`src/rtl/sqrt_pkg.sv`:
```
// Shared definitions for the iterative square-root block: FSM state encoding
// and helpers that derive iteration count and counter width from parameters.
package sqrt_pkg;

    typedef enum logic [1:0] {
        ST_IDLE = 2'b00,
        ST_CALC = 2'b01,
        ST_DONE = 2'b10
    } state_t;

    // Number of CALC cycles: each cycle consumes 2*bits_per_cycle radicand bits.
    function automatic int calc_iter(input int width, input int bits_per_cycle);
        return width / (2 * bits_per_cycle);
    endfunction

    function automatic int cnt_width(input int iter);
        return (iter < 2) ? 1 : $clog2(iter);
    endfunction

endpackage

```
`src/rtl/sqrt_step.sv`:
```
// One digit-recurrence step of the restoring square root: folds the next two
// radicand bits into the partial remainder and resolves one root bit.
module sqrt_step #(
    parameter int ROOT_W = 8,
    parameter int REM_W  = ROOT_W + 2
) (
    input  logic [REM_W-1:0]  rem_in,
    input  logic [ROOT_W-1:0] root_in,
    input  logic [1:0]        pair,
    output logic [REM_W-1:0]  rem_out,
    output logic [ROOT_W-1:0] root_out
);

    logic [REM_W+1:0] shifted;
    logic [REM_W+1:0] subtrahend;
    logic             fits;

    always_comb begin
        shifted    = {rem_in, pair};
        subtrahend = {{(REM_W - ROOT_W){1'b0}}, root_in, 2'b01};
        fits       = (shifted >= subtrahend);
        // The true remainder never exceeds 2*root, so REM_W bits always hold it.
        if (fits) begin
            rem_out  = REM_W'(shifted - subtrahend);
            root_out = {root_in[ROOT_W-2:0], 1'b1};
        end else begin
            rem_out  = shifted[REM_W-1:0];
            root_out = {root_in[ROOT_W-2:0], 1'b0};
        end
    end

endmodule

```
`src/rtl/param_square_root.sv`:
```
// Iterative integer square root with valid/ready handshakes and flush.
// Optional remainder output is enabled by defining SQRT_REMAINDER_EN.
module param_square_root
    import sqrt_pkg::*;
#(
    parameter int WIDTH          = 16,
    parameter int BITS_PER_CYCLE = 1
) (
    input  logic                 clk,
    input  logic                 rst,
    input  logic                 in_valid_i,
    output logic                 in_ready_o,
    input  logic [WIDTH-1:0]     valor_i,
    input  logic                 flush_i,
    output logic                 out_valid_o,
    input  logic                 out_ready_i,
    output logic [WIDTH/2-1:0]   root_o,
`ifdef SQRT_REMAINDER_EN
    output logic [WIDTH/2:0]     rem_o,
`endif
    output logic                 busy_o
);

    localparam int ROOT_W = WIDTH / 2;
    localparam int REM_W  = ROOT_W + 2;
    localparam int ITER   = calc_iter(WIDTH, BITS_PER_CYCLE);
    localparam int CNT_W  = cnt_width(ITER);

    state_t state_reg;
    state_t state_next;

    logic [WIDTH-1:0]  rad_reg;
    logic [REM_W-1:0]  rem_reg;
    logic [ROOT_W-1:0] root_reg;
    logic [CNT_W-1:0]  cnt_reg;
    logic [ROOT_W-1:0] root_out_reg;
`ifdef SQRT_REMAINDER_EN
    logic [ROOT_W:0]   rem_out_reg;
`endif

    logic accept;
    logic last_iter;

    logic [REM_W-1:0]  rem_chain  [BITS_PER_CYCLE+1];
    logic [ROOT_W-1:0] root_chain [BITS_PER_CYCLE+1];

    assign rem_chain[0]  = rem_reg;
    assign root_chain[0] = root_reg;

    // Steps are chained so one cycle resolves BITS_PER_CYCLE root bits,
    // consuming radicand pairs from the MSB end of the shift register.
    generate
        for (genvar gi = 0; gi < BITS_PER_CYCLE; gi++) begin : g_step
            sqrt_step #(
                .ROOT_W (ROOT_W),
                .REM_W  (REM_W)
            ) u_step (
                .rem_in   (rem_chain[gi]),
                .root_in  (root_chain[gi]),
                .pair     (rad_reg[WIDTH-1-2*gi -: 2]),
                .rem_out  (rem_chain[gi+1]),
                .root_out (root_chain[gi+1])
            );
        end
    endgenerate

    always_ff @(posedge clk or posedge rst) begin
        if (rst) begin
            state_reg <= ST_IDLE;
        end else begin
            state_reg <= state_next;
        end
    end

    always_comb begin
        state_next = state_reg;
        accept     = 1'b0;
        last_iter  = (cnt_reg == CNT_W'(ITER - 1));
        case (state_reg)
            ST_IDLE: begin
                if (in_valid_i && !flush_i) begin
                    accept     = 1'b1;
                    state_next = ST_CALC;
                end
            end
            ST_CALC: begin
                if (last_iter) begin
                    state_next = ST_DONE;
                end
            end
            ST_DONE: begin
                if (out_ready_i) begin
                    state_next = ST_IDLE;
                end
            end
            default: state_next = ST_IDLE;
        endcase
        if (flush_i) begin
            state_next = ST_IDLE;
        end
    end

    always_ff @(posedge clk or posedge rst) begin
        if (rst) begin
            rad_reg      <= '0;
            rem_reg      <= '0;
            root_reg     <= '0;
            cnt_reg      <= '0;
            root_out_reg <= '0;
`ifdef SQRT_REMAINDER_EN
            rem_out_reg  <= '0;
`endif
        end else if (flush_i) begin
            root_out_reg <= '0;
`ifdef SQRT_REMAINDER_EN
            rem_out_reg  <= '0;
`endif
        end else if (accept) begin
            rad_reg  <= valor_i;
            rem_reg  <= '0;
            root_reg <= '0;
            cnt_reg  <= '0;
        end else if (state_reg == ST_CALC) begin
            rad_reg  <= rad_reg << (2 * BITS_PER_CYCLE);
            rem_reg  <= rem_chain[BITS_PER_CYCLE];
            root_reg <= root_chain[BITS_PER_CYCLE];
            cnt_reg  <= cnt_reg + CNT_W'(1);
            // Result registers only move on completion so root_o holds in IDLE.
            if (last_iter) begin
                root_out_reg <= root_chain[BITS_PER_CYCLE];
`ifdef SQRT_REMAINDER_EN
                rem_out_reg  <= rem_chain[BITS_PER_CYCLE][ROOT_W:0];
`endif
            end
        end
    end

    assign in_ready_o  = (state_reg == ST_IDLE);
    assign out_valid_o = (state_reg == ST_DONE);
    assign busy_o      = (state_reg == ST_CALC) || (state_reg == ST_DONE);
    assign root_o      = root_out_reg;
`ifdef SQRT_REMAINDER_EN
    assign rem_o       = rem_out_reg;
`endif

endmodule
```
`config.mk`:
```
export PLATFORM = sky130hd
export DESIGN_NAME = param_square_root
export DESIGN_NICKNAME = d
export VERILOG_FILES = /design/src/rtl/sqrt_pkg.sv /design/src/rtl/sqrt_step.sv /design/src/rtl/param_square_root.sv
export SDC_FILE = /design/constraint.sdc
export NUM_CORES = 1
export LEC_CHECK = 0
export ABC_AREA = 1
export BUFFER_PORTS_ARGS = -buffer_cell sky130_fd_sc_hd__buf_2
export CORE_MARGIN = 3
export CORE_UTILIZATION = 45
export CTS_CLUSTER_DIAMETER = 150
export DETAILED_ROUTE_END_ITERATION = 8
export PLACE_DENSITY = 0.74
export SYNTH_ARGS = -nofsm -noshare
export SYNTH_HDL_FRONTEND = slang
export SYNTH_SLANG_ARGS = --single-unit
```
`constraint.sdc`:
```
create_clock -name clk -period 2.2 [get_ports clk]
set_input_delay 0.22 -clock clk [delete_from_list [all_inputs] [get_ports clk]]
set_output_delay 0.22 -clock clk [all_outputs]
set_load 0.01 [all_outputs]
```
==> metrics, run 1 <==
Synthesized Nets 372; main area contributors after synthesis dfrtp_1 44%, nand2_1 16%, ha_1 7.5%; r2r endpoint rem_reg[7]$_DFFE_PP0P_; Compound-Gate Fraction of Synth Area 11.3%; crit path cell chain inv_1, ha_1, nand2_1, nand2_1, nand2_1, nand2_2, nand2_2, nand3_4, nand2_1, nand2_1, nand2_1, nand2_1; pin count of the biggest net entering global routing 20; area of the core 5640 um^2; R2R Path Start root_reg[3]$_DFFE_PP0P_; count leader, synth nand2_1; Die ar. 6900 um^2; Residual DRC 0; total gr overflow 0; Synth Area in Adders 7.49%; I/O pin cnt 32; P_leak 0.00163 uW; Required @ worst endpoint 2400 ps; Fin Clk Skew 5.19 ps; max_slew headroom 70.1%; f_max 511 MHz; post-synthesis xor/xnor area fraction 0.984%; crit path to rem_reg[7]$_DFFE_PP0P_; Final GP Congestion 0.895; Post-Route WL 5660 um; CTS max path bufs 2; fin crit share 88.9%; WP buf/inv 1; post-synthesis cell type count 27; clock insertion delay at the later pin of the skew report 300 ps; reg2reg setup slack 240 ps; Register-to-Register Path Depth 12; Die H 83.0 um; Critical Path End Type flop; PD cells 1500 nW/um^2; max reg flops 16; CTS sink cnt 47; crit path launch root_reg[3]$_DFFE_PP0P_; number of antenna violations at the first check in global routing 0; global-route usage over all layers 17.7%; Post-synth EDFFs 0; Slew @ Worst Pin 447 ps; Pre-antenna DRT Iters 4; FF+latch count, synth 47; PortBufs 31; Detailed Place HPWL 4320 um; Clock transition at path regs 80 ps; MaxCap Viol Count 0; WP depth 12; top cell type's share of synthesized area 44.0%; final setup fails 0; effective utilization at floorplan 47.3%; Routed Antenna Nets 0; # H-tree levels 2; RSZ-0062 raised after global routing no; vias post-DR 2,259; Hold Path Class primary input to flop; Peak VDD IR 0.662 mV; Mapped Area 2670 um^2; most frequent CP cell nand2_1; most instantiated cells after synthesis 114 x nand2_1, 53 x inv_1, 47 x dfrtp_1; fin. max-slew vios 0; cells after synthesis 335; CP delay by family, top simple AND/OR/NAND/NOR gates; Slowest cell on crit path dfrtp_1; pre-CTS WS 263 ps; CP peak stage delay 360 ps; CP max FO 15; share of cells above drive strength 1 18.3%; global-route wire length before repair 10,200 um; CTS Buf Count 5; CTS root buf clkbuf_8; syn_area_per_cell 7.97 um^2; vias per std cell 5.09; Final min period 1960 ps; Post-synth ARST share 100%; Top FF cell, synth dfrtp_1; CP arrival 2160 ps; status finished clean; worst setup margin 244 ps; WL per Instance 12.7 um; setup TNS 0 ps; largest family of logic cells by synthesized area simple AND/OR/NAND/NOR gates; die width 83.0 um; # nets final 409; sequential share of the synthesized area 44.0%; Crit Path Class flop to flop; multiplexer share of the synthesized area 0%; Synth area leader dfrtp_1; Yosys Warn Count 0; CP Launch Type flop; Simple-Gate Fraction of Synth Area 26.6%; vias in the first global route 2,312; diode count 0; Iter 0 DRT Violations 99; Area Growth Syn to Fin 12.6%; Fin. Hold Viols 0; CTS tree done; Cell Rows 27
per-layer routing:
layer  track usage (%)  part of all wire (%)  vias to the layer above
met5                 0                     0                        -
met2              29.3                    48                       58
met1              22.7                    46                     1047
met4              6.98                   1.9                        0
li1                  -                     -                     1143
met3              3.47                   4.1                       11
stage by stage:
step                      instance area [um^2]  util (%)  instances  hold slack (ps)  total power [uW]
after global placement                    2910      51.6        436              194              3930
after detailed placement                  2910      51.6        436              194              4000
after floorplan                           2670         -        335              341              3500
after CTS                                 3010      53.3        444              114              4540
after global routing                      3010      53.3        444              112              4990
final                                     3010      53.3        444              120              4520
placed cells by master (no fill, tap or decap), types with 7 or more instances in the layout:
| cell type | instances |
|---|---|
| nand3_1 | 14 |
| inv_1 | 52 |
| nand2_2 | 7 |
| buf_2 | 31 |
| o221ai_1 | 7 |
| ha_1 | 16 |
| nor2_1 | 7 |
| o22ai_1 | 7 |
| nand2_1 | 114 |
| dfrtp_1 | 47 |
| o21ai_0 | 15 |
how the worst min path moves through the flow:
stage | startpoint | to | cells past startpoint
CTS | valor_i[11] | rad_reg[11]$_DFFE_PP0P_ | 3
floorplan | valor_i[0] | rad_reg[0]$_DFFE_PP0P_ | 2
detailed placement | rst | root_o[3]$_DFFE_PP0P_ | 2
global route | valor_i[11] | rad_reg[11]$_DFFE_PP0P_ | 3
finish | valor_i[8] | rad_reg[8]$_DFFE_PP0P_ | 3
global placement | rst | root_o[3]$_DFFE_PP0P_ | 2
power breakdown:
part / internal [uW] / switching (uW)
logic: 980 / 1700
clock network: 247 / 278
registers: 1150 / 164
total: 2380 / 2140
logic make-up (layout without fill, tap and decap cells):
family                     after synthesis  count (layout)
and+or+nand+nor                        160             160
buffers and inverters                   63             100
DFF                                     47              47
AOI/OAI and AO/OA                       46              46
adders and majority gates               16              16
xor gates and xnor gates                 3               3
area by class of cell:
cell class / count / area [um^2]
fill: 530 / 2640
multi-input combinational: 225 / 1240
sequential: 47 / 1180
inverter: 56 / 210
timing repair buffer: 37 / 203
tap: 72 / 90.1
clock buffer: 6 / 82.6
clock inverter: 1 / 5.00
worst reg2reg max path, cell delays in order, from the launching register on:
cell,delay [ps]
dfrtp_1,360
inv_1,100
ha_1,310
nand2_1,140
nand2_1,60
nand2_1,70
nand2_2,70
nand2_2,120
nand3_4,220
nand2_1,220
nand2_1,70
nand2_1,70
nand2_1,40
what timing repair did:
item,CTS,global route
buffers inserted,0,0
endpoints found under the hold margin,13,0
hold buffers,1,0
resized for setup,0,0
Note: power is estimated with default switching activity, not from simulation.
==> run 2: changes to the inputs <==
- CORE_MARGIN: 3 -> 8
==> run 2 against run 1 <==
  * Critical endpoint is now rem_reg[9]$_DFFE_PP0P_
  * Highest routed layer unchanged
  * Clock skew hardly changed
  * Critical path type unchanged
  * Register-to-register slack better by 20 ps
  * Via count is 1.7% lower
  * Routed wire length is 0.21% higher
  * Power is 1.6% higher
  * Sequential share of layout area hardly changed
  * Fmax is 0.91% higher
==> metrics, run 2 (synthesis gave the netlist of run 1 again) <==
# nets final 407 (was 409); effective utilization at floorplan 45.9% (was 47.3%); Register-to-Register Path Depth 12 (unchanged); multi-input logic area 1240 um^2 (unchanged); fin crit share 88.1% (was 88.9%); reg2reg setup slack 260 ps (was 240 ps); f_max 516 MHz (was 511 MHz); PortBufs 31 (unchanged); MaxCap Viol Count 0 (unchanged); Area Growth Syn to Fin 12.6% (about the same); DP Cell Count 438 (was 436); fin. max-slew vios 0 (unchanged); pin count of the biggest net entering global routing 48 (was 20); PD cells 1530 nW/um^2 (was 1500 nW/um^2); Residual DRC 0 (unchanged); hold slack 67.9 ps (was 120 ps); die width 93.0 um (was 83.0 um); Cell Count, Final, Fillers Out 445 (was 444); Layout fillers 570 (was 530); Final min period 1940 ps (was 1960 ps); post-CTS sizing 0 (unchanged); CTS max path bufs 2 (unchanged); CTS sink cnt 47 (unchanged); number of antenna violations at the first check in global routing 0 (unchanged); vias per std cell 4.99 (was 5.09); global-route wire length before repair 10,000 um (was 10,200 um); RSZ-0062 raised after global routing no (unchanged); Routed Antenna Nets 0 (unchanged); # hold bufs at CTS 0 (was 1); global-route usage over all layers 14.2% (was 17.7%); Required @ worst endpoint 2390 ps (was 2400 ps); final setup fails 0 (unchanged); sw frac 46.4% (was 47.4%); sequential share of power 28.4% (was 29.1%); CP peak stage delay 360 ps (about the same); r2r endpoint rem_reg[9]$_DFFE_PP0P_ (was rem_reg[7]$_DFFE_PP0P_); I/O pin cnt 32 (unchanged); CTS root buf clkbuf_8 (unchanged); # H-tree levels 2 (unchanged); CTS tree done (unchanged); Cell Rows 28 (was 27); pre-CTS WS 269 ps (was 263 ps); Final GP Congestion 0.883 (was 0.895); Hold Path Class primary input to asynchronous set/reset pin (was primary input to flop); total gr overflow 0 (unchanged); leading cell type in the layout, fill and taps excluded nand2_1 (unchanged); setup bufs post-CTS 0 (unchanged); Slew @ Worst Pin 578 ps (was 447 ps); R2R Path Start root_reg[3]$_DFFE_PP0P_ (unchanged); Die ar. 8660 um^2 (was 6900 um^2); Fin Clk Skew 5.58 ps (was 5.19 ps); Critical Path End Type flop (unchanged); CP arrival 2120 ps (was 2160 ps); area of the core 5820 um^2 (was 5640 um^2); status finished clean (unchanged); Clock transition at path regs 80 ps (about the same); crit path launch root_reg[3]$_DFFE_PP0P_ (unchanged); clock insertion delay at the later pin of the skew report 290 ps (was 300 ps); Iter 0 DRT Violations 121 (was 99); P_leak 0.00163 uW (about the same); CP delay by family, top simple AND/OR/NAND/NOR gates (unchanged); Post-Route WL 5670 um (was 5660 um); combinational power share 58.5% (was 59.3%); most frequent CP cell nand2_1 (unchanged); WL per Instance 12.7 um (about the same); CP max FO 15 (unchanged); Die H 93.0 um (was 83.0 um); max_slew headroom 61.4% (was 70.1%); crit path cell chain inv_1, ha_1, nand2_1, nand2_1, nand2_1, nand2_2, nand2_2, nand3_4, nand2_1, nand2_1, nand2_1, nand2_1 (unchanged); diode count 0 (unchanged); Reg area 1180 um^2 (unchanged); setup TNS 0 ps (unchanged); Pre-antenna DRT Iters 4 (unchanged); Overall Power 4600 uW (was 4520 uW); highest-count cells in the layout ignoring fill and taps 114 x nand2_1, 52 x inv_1, 47 x dfrtp_1, 31 x buf_2, 16 x ha_1 (unchanged); Fin. Hold Viols 0 (unchanged); worst setup margin 262 ps (was 244 ps); share of cells above drive strength 1 17.8% (was 18.3%); WP buf/inv 1 (unchanged); vias in the first global route 2,223 (was 2,312); max reg flops 16 (unchanged); Internal 2460 uW (was 2380 uW); CP Launch Type flop (unchanged); CTS Buf Count 5 (unchanged); Crit Path Class flop to flop (unchanged); Detailed Place HPWL 4160 um (was 4320 um); vias post-DR 2,221 (was 2,259); Peak VDD IR 0.835 mV (was 0.662 mV); Slowest cell on crit path dfrtp_1 (unchanged); Clk pwr share 13.1% (was 11.6%); switching power 2130 uW (was 2140 uW)
[run 2: worst register-to-register path, stage by stage, from the launching register on]
cell	delay, ps
dfrtp_1	360
inv_1	120
ha_1	310
nand2_1	130
nand2_1	60
nand2_1	70
nand2_2	60
nand2_2	120
nand3_4	220
nand2_1	210
nand2_1	70
nand2_1	60
nand2_1	50
[run 2: worst max-delay path by stage]
stage | slack, ps | to | cells past startpoint
final | 260 | rem_reg[9]$_DFFE_PP0P_ | 12
after global routing | 50 | rem_reg[7]$_DFFE_PP0P_ | 8
after CTS | 240 | rem_reg[9]$_DFFE_PP0P_ | 12
after detailed placement | 270 | rem_reg[7]$_DFFE_PP0P_ | 12
after global placement | 300 | rem_reg[9]$_DFFE_PP0P_ | 8
after floorplan | 550 | cnt_reg[1]$_DFFE_PP0P_ | 9
[run 2: routing by layer]
metal  global-route usage (%)  routed length, um  vias to the layer above  part of all wire, %
li1                         -                  -                     1146                    -
met1                     17.4               2610                     1015                   46
met2                     23.6               2700                       49                   48
met3                     3.53                253                       11                  4.5
met4                     5.37                100                        0                  1.8
met5                        0                  0                        -                    0
[run 2: layout make-up]
| cell class | instances | area share [%] |
|---|---|---|
| Sequential cell | 47 | 39.1 |
| Tap cell | 75 | 3.12 |
| Inverter | 56 | 6.99 |
| Clock inverter | 1 | 0.998 |
| Clock buffer | 6 | 2.41 |
| Timing Repair Buffer | 35 | 6.16 |
| Multi-Input combinational cell | 225 | 41.2 |
[run 2: per-stage QoR]
| step | instance area [um^2] | utilization, % |
|---|---|---|
| detailed placement | 2910 | 50.0 |
| CTS | 3010 | 51.7 |
| global route | 3010 | 51.7 |
| floorplan | 2670 | - |
| finish | 3010 | 51.7 |
| global placement | 2910 | 50.0 |
[run 2: power groups by stage]
stage	logic, uW	registers (uW)	clock network [uW]
2_1_floorplan	2220	1280	0
3_3_place_gp	2610	1320	0
3_5_place_dp	2670	1320	0
4_1_cts	2690	1310	618
5_1_grt	3070	1340	659
6_report	2690	1310	603
==> run 3: changes to the inputs <==
- clock period: 2.2 -> 1.86 ns (I/O delays scaled with it)
==> run 3 against run 2 <==
  * Count of clock-buffer cells in the layout unchanged
  * Non-clock buffer count grew 21
  * Hold slack gained 24 ps
  * Register-to-register slack got worse by 140 ps
  * Die area stayed put
  * Largest power group unchanged
  * Highest routed layer unchanged
==> metrics, run 3 (synthesis gave the netlist of run 1 again) <==
status finished clean (unchanged); Detailed Place HPWL 4530 um (was 4160 um); MaxCap Viol Count 0 (unchanged); Crit Path Class flop to flop (unchanged); highest-count cells in the layout ignoring fill and taps 112 x nand2_1, 50 x inv_1, 47 x dfrtp_1, 31 x buf_2, 23 x buf_4 (was 114 x nand2_1, 52 x inv_1, 47 x dfrtp_1, 31 x buf_2, 16 x ha_1); CP delay by family, top simple AND/OR/NAND/NOR gates (unchanged); WP buf/inv 1 (unchanged); vias in the first global route 2,442 (was 2,223); Clock transition at path regs 90 ps (was 80 ps); Final GP Congestion 0.912 (was 0.883); Required @ worst endpoint 2060 ps (was 2390 ps); I/O pin cnt 32 (unchanged); crit path to rem_reg[1]$_DFFE_PP0P_ (was rem_reg[9]$_DFFE_PP0P_); CTS max path bufs 2 (unchanged); PD cells 1870 nW/um^2 (was 1530 nW/um^2); global-route usage over all layers 15.3% (was 14.2%); clock insertion delay at the later pin of the skew report 300 ps (was 290 ps); Post-Route WL 6300 um (was 5670 um); fin. max-slew vios 0 (unchanged); Critical Path End Type flop (unchanged); share of cells above drive strength 1 24.2% (was 17.8%); total gr overflow 0 (unchanged); Pre-antenna DRT Iters 5 (was 4); reg2reg setup slack 120 ps (was 260 ps); f_max 574 MHz (was 516 MHz); # nets final 429 (was 407); Final min period 1740 ps (was 1940 ps); area of the core 5820 um^2 (unchanged); CTS tree done (unchanged); Residual DRC 0 (unchanged); Hold Path Class primary input to flop (was primary input to asynchronous set/reset pin); vias post-DR 2,338 (was 2,221); pre-CTS WS 41.2 ps (was 269 ps); effective utilization at floorplan 45.9% (unchanged); pin count of the biggest net entering global routing 48 (unchanged); diode count 0 (unchanged); Fin Clk Skew 5.46 ps (was 5.58 ps); Slew @ Worst Pin 315 ps (was 578 ps); leading cell type in the layout, fill and taps excluded nand2_1 (unchanged); Register-to-Register Path Depth 8 (was 12); Die H 93.0 um (unchanged); WP depth 8 (was 12); PortBufs 31 (unchanged); Fin. Hold Viols 0 (unchanged); R2R Path Start rem_reg[1]$_DFFE_PP0P_ (was root_reg[3]$_DFFE_PP0P_); setup TNS 0 ps (unchanged); CTS root buf clkbuf_8 (unchanged); crit path cell chain ha_1, a21oi_2, nand3_1, nand2_2, nand3_4, buf_4, nor2_2, o21ai_2 (was inv_1, ha_1, nand2_1, nand2_1, nand2_1, nand2_2, nand2_2, nand3_4, nand2_1, nand2_1, nand2_1, nand2_1); global-route wire length before repair 10,800 um (was 10,000 um); Iter 0 DRT Violations 143 (was 121); vias per std cell 5.00 (was 4.99); post-layout utilization of the core 55.9% (was 51.7%); Slowest cell on crit path dfrtp_1 (unchanged); CTS Buf Count 5 (unchanged); Routed Antenna Nets 0 (unchanged); Die ar. 8660 um^2 (unchanged); CTS sink cnt 47 (unchanged); CP arrival 1940 ps (was 2120 ps); Overall Power 6100 uW (was 4600 uW); die width 93.0 um (unchanged); number of antenna violations at the first check in global routing 0 (unchanged); max reg flops 16 (unchanged); fin crit share 93.6% (was 88.1%); RSZ-0062 raised after global routing no (unchanged); Peak VDD IR 0.955 mV (was 0.835 mV); final setup fails 0 (unchanged); Area Growth Syn to Fin 21.7% (was 12.6%); r2r endpoint rem_reg[1]$_DFFE_PP0P_ (was rem_reg[9]$_DFFE_PP0P_); CP peak stage delay 420 ps (was 360 ps); WL per Instance 13.5 um (was 12.7 um); worst setup margin 118 ps (was 262 ps); CP max FO 7 (was 15); crit path launch rem_reg[1]$_DFFE_PP0P_ (was root_reg[3]$_DFFE_PP0P_); # H-tree levels 2 (unchanged); Cell Rows 28 (unchanged); P_leak 0.00174 uW (was 0.00163 uW); CP Launch Type flop (unchanged); max_slew headroom 79.0% (was 61.4%)
## run 3: cell count changes in the layout (fill, tap and decap cells not counted), moves of 2 or more
cell | previous run | this run
nand2_1 | 114 | 112
nand2_4 | 0 | 2
buf_4 | 4 | 23
clkinvlp_4 | 0 | 2
inv_1 | 52 | 50
## run 3: area by class of cell
| type | instances | area, um^2 |
|---|---|---|
| clock buffer | 6 | 82.6 |
| fill | 540 | 2560 |
| sequential | 47 | 1180 |
| timing repair buffer | 56 | 358 |
| clock inverter | 2 | 35.0 |
| inverter | 56 | 218 |
| tap | 75 | 93.8 |
| multi-input combinational | 226 | 1290 |
## run 3: metal layers
layer  track usage, %  wire length [um]  vias up
met1             18.2              2750     1063
met3             3.45               345       12
li1                 -                 -     1191
met2             26.0              3070       72
met4             6.44               138        0
met5                0                 0        -
## run 3: power by group
group,internal (uW),switching [uW],total [uW]
registers,1360,183,1550
clock network,435,347,783
logic,1550,2220,3760
## run 3: stage by stage
stage	hold WS (ps)	instance area (um^2)	cells
after floorplan	307	2670	335
after global placement	243	3020	452
after detailed placement	244	3020	452
after CTS	91.7	3150	461
after global routing	103	3250	468
final	91.4	3250	468
## run 3: how the worst min path moves through the flow
| stage | start | cells past startpoint | slack [ps] | to |
|---|---|---|---|---|
| detailed placement | rst | 3 | 240 | root_o[1]$_DFFE_PP0P_ |
| CTS | valor_i[2] | 3 | 90 | rad_reg[2]$_DFFE_PP0P_ |
| floorplan | valor_i[0] | 2 | 310 | rad_reg[0]$_DFFE_PP0P_ |
| global route | valor_i[2] | 3 | 100 | rad_reg[2]$_DFFE_PP0P_ |
| global placement | rst | 3 | 240 | root_o[2]$_DFFE_PP0P_ |
| finish | valor_i[1] | 3 | 90 | rad_reg[1]$_DFFE_PP0P_ |
## run 3: tightest hold or removal path, delay by kind of cell
family / cells / cell delay [ps]
compound gates: 1 / 50
buf+inv: 1 / 80
simple gates: 1 / 40
## run 3: timing repair
| item | in CTS | in global routing |
|---|---|---|
| resized for setup | 0 | 10 |
| setup buffers | 0 | 6 |
| gates cloned | 0 | 1 |
| setup endpoints to repair | 2 | 21 |
| hold endpoints to repair | 47 | 0 |
| pin swaps | 1 | 1 |
| hold buffers | 1 | 0 |
